**src/rtl/turn_signal_sequencer.sv**
```systemverilog
// +--------------------------------------------------------------------------+
// | Module      : turn_signal_sequencer                                      |
// | Description : Three-lamp tail-light sequencer for left/right/hazard      |
// |               requests. The FSM steps on a divided tick. Lamp outputs    |
// |               are registered and active-low.                             |
// |               Optional brake input is enabled by `define TURN_BRAKE_EN.  |
// | Revision    : 1.0 - initial release                                      |
// +--------------------------------------------------------------------------+
`default_nettype none

module turn_signal_sequencer #(
   parameter int TICK_DIV = 12_500_000
) (
   input  logic       clk,
   input  logic       reset,
   input  logic       left,
   input  logic       right,
   input  logic       hazard,
`ifdef TURN_BRAKE_EN
   input  logic       brake,
`endif
   output logic [2:0] left_lamps,
   output logic [2:0] right_lamps,
   output logic       busy
);

   localparam int              c_CW       = $clog2(TICK_DIV);
   localparam logic [c_CW-1:0] c_TICK_MAX = c_CW'(TICK_DIV - 1);

   typedef enum logic [1:0] {
      ST_IDLE  = 2'd0,
      ST_LEFT  = 2'd1,
      ST_RIGHT = 2'd2,
      ST_HAZ   = 2'd3
   } state_t;

   logic [c_CW-1:0] r_count;
   logic            r_left_q;
   logic            r_right_q;
   logic            r_hazard_q;
   state_t          r_state;
   logic [1:0]      r_step;

   logic            w_tick;
   state_t          w_req;
   logic [1:0]      w_step;
   logic [2:0]      w_side_off;

   function automatic logic [2:0] turn_pattern(input logic [1:0] s);
      case (s)
         2'd0:    turn_pattern = 3'b111;
         2'd1:    turn_pattern = 3'b110;
         2'd2:    turn_pattern = 3'b100;
         default: turn_pattern = 3'b000;
      endcase
   endfunction

`ifdef TURN_BRAKE_EN
   logic r_brake_q;

   always_ff @(posedge clk) begin
      if (reset) r_brake_q <= 1'b0;
      else       r_brake_q <= brake;
   end

   assign w_side_off = r_brake_q ? 3'b000 : 3'b111;
`else
   assign w_side_off = 3'b111;
`endif

   assign w_tick = (r_count == c_TICK_MAX);

   // A new mode always starts at step 1. In HAZ, odd steps are the ON phase.
   always_comb begin
      w_req = ST_IDLE;
      if (r_hazard_q)                   w_req = ST_HAZ;
      else if (r_left_q && !r_right_q)  w_req = ST_LEFT;
      else if (r_right_q && !r_left_q)  w_req = ST_RIGHT;
      w_step = (r_state == w_req) ? r_step + 2'd1 : 2'd1;
   end

   always_ff @(posedge clk) begin
      if (reset) begin
         r_count     <= '0;
         r_left_q    <= 1'b0;
         r_right_q   <= 1'b0;
         r_hazard_q  <= 1'b0;
         r_state     <= ST_IDLE;
         r_step      <= 2'd0;
         left_lamps  <= 3'b111;
         right_lamps <= 3'b111;
         busy        <= 1'b0;
      end else begin
         r_count    <= w_tick ? '0 : r_count + c_CW'(1);
         r_left_q   <= left;
         r_right_q  <= right;
         r_hazard_q <= hazard;
         if (w_tick) begin
            r_state <= w_req;
            busy    <= (w_req != ST_IDLE);
            case (w_req)
               ST_LEFT: begin
                  r_step      <= w_step;
                  left_lamps  <= turn_pattern(w_step);
                  right_lamps <= w_side_off;
               end
               ST_RIGHT: begin
                  r_step      <= w_step;
                  left_lamps  <= w_side_off;
                  right_lamps <= turn_pattern(w_step);
               end
               ST_HAZ: begin
                  r_step      <= w_step;
                  left_lamps  <= w_step[0] ? 3'b000 : 3'b111;
                  right_lamps <= w_step[0] ? 3'b000 : 3'b111;
               end
               default: begin
                  r_step      <= 2'd0;
                  left_lamps  <= w_side_off;
                  right_lamps <= w_side_off;
               end
            endcase
         end
      end
   end

endmodule

`default_nettype wire

```
**config.mk**
```make
export PLATFORM = sky130hd
export DESIGN_NAME = turn_signal_sequencer
export DESIGN_NICKNAME = d
export VERILOG_FILES = /design/src/rtl/turn_signal_sequencer.sv
export SDC_FILE = /design/constraint.sdc
export NUM_CORES = 1
export LEC_CHECK = 0
export CAP_MARGIN = 10
export CORE_UTILIZATION = 50
export DETAILED_ROUTE_END_ITERATION = 7
export PLACE_DENSITY = 0.74
export SLEW_MARGIN = 10
export SYNTH_ARGS = -nofsm -noshare
export SYNTH_HDL_FRONTEND = slang
export SYNTH_SLANG_ARGS = --single-unit
```
**constraint.sdc**
```tcl
create_clock -name clk -period 2.8 [get_ports clk]
set_input_delay 0.84 -clock clk [delete_from_list [all_inputs] [get_ports clk]]
set_output_delay 0.84 -clock clk [all_outputs]
set_load 0.02 [all_outputs]
```
==> reports/results.tsv <==
stage	metric	value	unit
clock_tree	Root Buffer	clkbuf_8	
global_route	first-pass GRT wire length	6430	µm
power	Gate power share	0.036	
layout	share of layout cells above drive strength 1	0.0773	
clock_tree	CTS resizes	0	
timing	post-route setup slack	734	ps
setup_path	worst setup path class	register to output pin	
synthesis	share of the synthesized area in the top cell type	0.403	
setup_path	CP Capture Type	output pin	
synthesis	adder-cell area share of the yosys netlist	0.00662	
routing	WL/cell	13.5	µm
synthesis	count leader, synth	dfxtp_1	
power	Net Sw Frac	0.221	
placed_design	count of input and output buffers	11	
global_route	initial antenna violation count	0	
run_status	status	completed	
layout	storage element area	761	µm²
routing	routed wire length	3760	µm
timing	post-route minimum period	2070	ps
setup_path	Critical Path AT	1230	ps
setup_path	critical path data required time	1960	ps
synthesis	Compound-Gate Fraction of Synth Area	0.168	
power	clock network fraction of total power	0.397	
synthesis	Syn Area/Cell	8.43	µm²
setup_path	WP buf/inv	1	
timing	final hold violations	0	
synthesis	Synth cell types	40	
global_route	vias in the first global route	1443	
setup_path	crit path max-delay cell type	clkdlybuf4s50_1	
power	leak pwr	0.685	nW
clock_tree	CTS tree	done	
placed_design	final RePlAce weighted congestion	0.835	
global_route	largest net degree at the start of global routing	24	
routing	Vias/cell	5.86	
clock_tree	clock-pin slew of the registers on the worst-case setup and hold paths	70	ps
floorplanning	Initial Util	0.545	
floorplanning	Die X	63.5	µm
synthesis	Synth Cell Area	1890	µm²
clock_tree	H-tree depth	2	
setup_path	critical path depth	1	
routing	# DRC	0	
floorplanning	io pins	12	
synthesis	XOR/XNOR Fraction of Synth Area	0.0649	
synthesis	Cells after Synth	224	
timing	setup tns final	0	ps
synthesis	post-synthesis sequential area ratio	0.403	
timing	Final Max Slew Viols	0	
power	P_sw	216	µW
clock_tree	clock sinks	38	
power	Pwr Density	464	nW/µm²
synthesis	ys async rst share	0	
hold_path	Worst Hold Launch	r_count[0]	
setup_path	CP startpoint	right_lamps[2]	
clock_tree	CTS Buf Count	5	
power	Worst VDD drop	0.000327	V
power	design internal power	762	µW
placed_design	dpl hpwl	2560	µm
synthesis	Synth Net Count	230	
setup_path	CP max stage delay	600	ps
synthesis	largest family of logic cells by synthesized area	simple AND/OR/NAND/NOR gates	
setup_path	CP endpoint	right_lamps[2]	
setup_path	type of origin of the critical path	register	
synthesis	Post-synth EDFFs	0	
layout	synthesis-to-layout area growth	11.7	%
power	total chip power	978	µW
setup_path	cell family with most CP delay	buffers and inverters	
timing	RSZ-0062 raised after global routing	false	
synthesis	#FFs+latches synth	38	
routing	via count	1636	
layout	fillcell total	336	
layout	Antenna diodes	0	
timing	final period utilization	0.738	
setup_path	Max FO, Critical Path	2	
timing	headroom to the max-slew limit	0.666	
routing	Final ANT Viol Nets	0	
synthesis	Synth area leaders	dfxtp_1 (40%), a21oi_1 (5.0%), nor2_1 (3.6%)	
setup_path	flop2flop setup slack	770	ps
synthesis	multiplexer area fraction after synthesis	0	
clock_tree	Setup Buffers After CTS	0	
clock_tree	Bufs on Longest Clock Path	2	
setup_path	R2R Path Start	r_count[0]	
setup_path	CP Cell Sequence	clkdlybuf4s50_1	
clock_tree	CTS Hold Bufs	0	
floorplanning	# rows	21	
hold_path	HP Class	register to register	
layout	nets@finish	238	
timing	count of final setup violators	0	
setup_path	worst-case reg-to-reg path depth	6	
timing	worst clock skew	9.07	ps
placed_design	Setup WS pre-CTS	763	ps
clock_tree	clk_lat worst skew	290	ps
synthesis	Commonest cells post-synth	dfxtp_1 (38), a21oi_1 (19), nor2_1 (18)	
synthesis	cell taking the most area after synthesis	dfxtp_1	
timing	slew at the pin with the worst max-slew slack	501	ps
job	max_cap viols	0	
global_route	gr usage total	0.205	
power	sequential share of power	0.567	
timing	FMAX	0.484	GHz
routing	initial DRC count	119	
floorplanning	core area	3470	µm²
floorplanning	chip height	63.5	µm
layout	multi-input logic area	1050	µm²
synthesis	yosys warns	0	
global_route	GRT overflow	0	
synthesis	predominant post-synthesis flop cell	dfxtp_1	
synthesis	simple-gate share of the synthesized area	0.316	
routing	First-pass DRT Iterations	4	
setup_path	reg2reg end	r_count[5]	
floorplanning	die outline area	4030	µm²
==> per-layer routing <==
metal / vias to the layer above / share of wire / GRT usage
met5: - / 0 / 0
met4: 0 / 0.018 / 0.0938
met3: 8 / 0.038 / 0.0489
met2: 31 / 0.41 / 0.302
met1: 747 / 0.53 / 0.281
li1: 850 / - / -
==> cell type report <==
type | instances | share of cell area
timing repair buffer | 14 | 0.0629
clock buffer | 7 | 0.0409
inverter | 5 | 0.00890
tap | 46 | 0.0273
multi-input combinational | 168 | 0.497
sequential | 38 | 0.361
clock inverter | 1 | 0.00237
==> sequential cells by signal (all words and copies together) (netlist names) <==
signal and count:
r_state 2, r_hazard_q 1, r_right_q 1, r_count 24, r_step 2, left_lamps 3, right_lamps 3, busy 1
r_left_q 1
==> how the worst min path moves through the flow <==
stage,to,slack (ps),depth (start not counted)
final,r_count[0],470,1
after global routing,r_count[0],480,1
after CTS,r_count[0],460,1
after detailed placement,r_count[0],450,1
after global placement,r_count[0],440,1
after floorplan,r_count[0],430,1
==> cells by family after synthesis <==
logic type / count (synthesis)
adder cells (fa/ha/maj): 1
XOR/XNOR: 14
buffers and inverters: 18
AND/OR/NAND/NOR: 100
AO/OA/AOI/OAI: 53
flip-flops: 38
==> per-stage QoR <==
stage                     instance area (µm²)  hold slack, ps   util  std cells
after global routing                     2110             481  0.608        279
after detailed placement                 2020             447  0.582        271
after global placement                   2020             439  0.582        271
final                                    2110             465  0.608        279
after CTS                                2110             465  0.608        279
after floorplan                          1890             426      -        224
==> cells in the final DEF, fill, tap and decap left out, types with 8 or more instances in the layout <==
master	count
dfxtp_1	38
a21oi_1	19
nor2_1	18
nand2_1	13
o21ai_0	13
clkdlybuf4s50_1	11
nand3_1	10
nor4_1	9
o31ai_1	8
nor2b_1	8
==> power by group through the flow <==
stage	clock network, mW	registers (mW)	logic, mW
final	0.388	0.555	0.0352
after CTS	0.396	0.555	0.0353
after global routing	0.415	0.556	0.0400
after detailed placement	0	0.567	0.0350
after floorplan	0	0.564	0.0253
after global placement	0	0.567	0.0346
No activity file was read; power rests on OpenSTA's default activity.
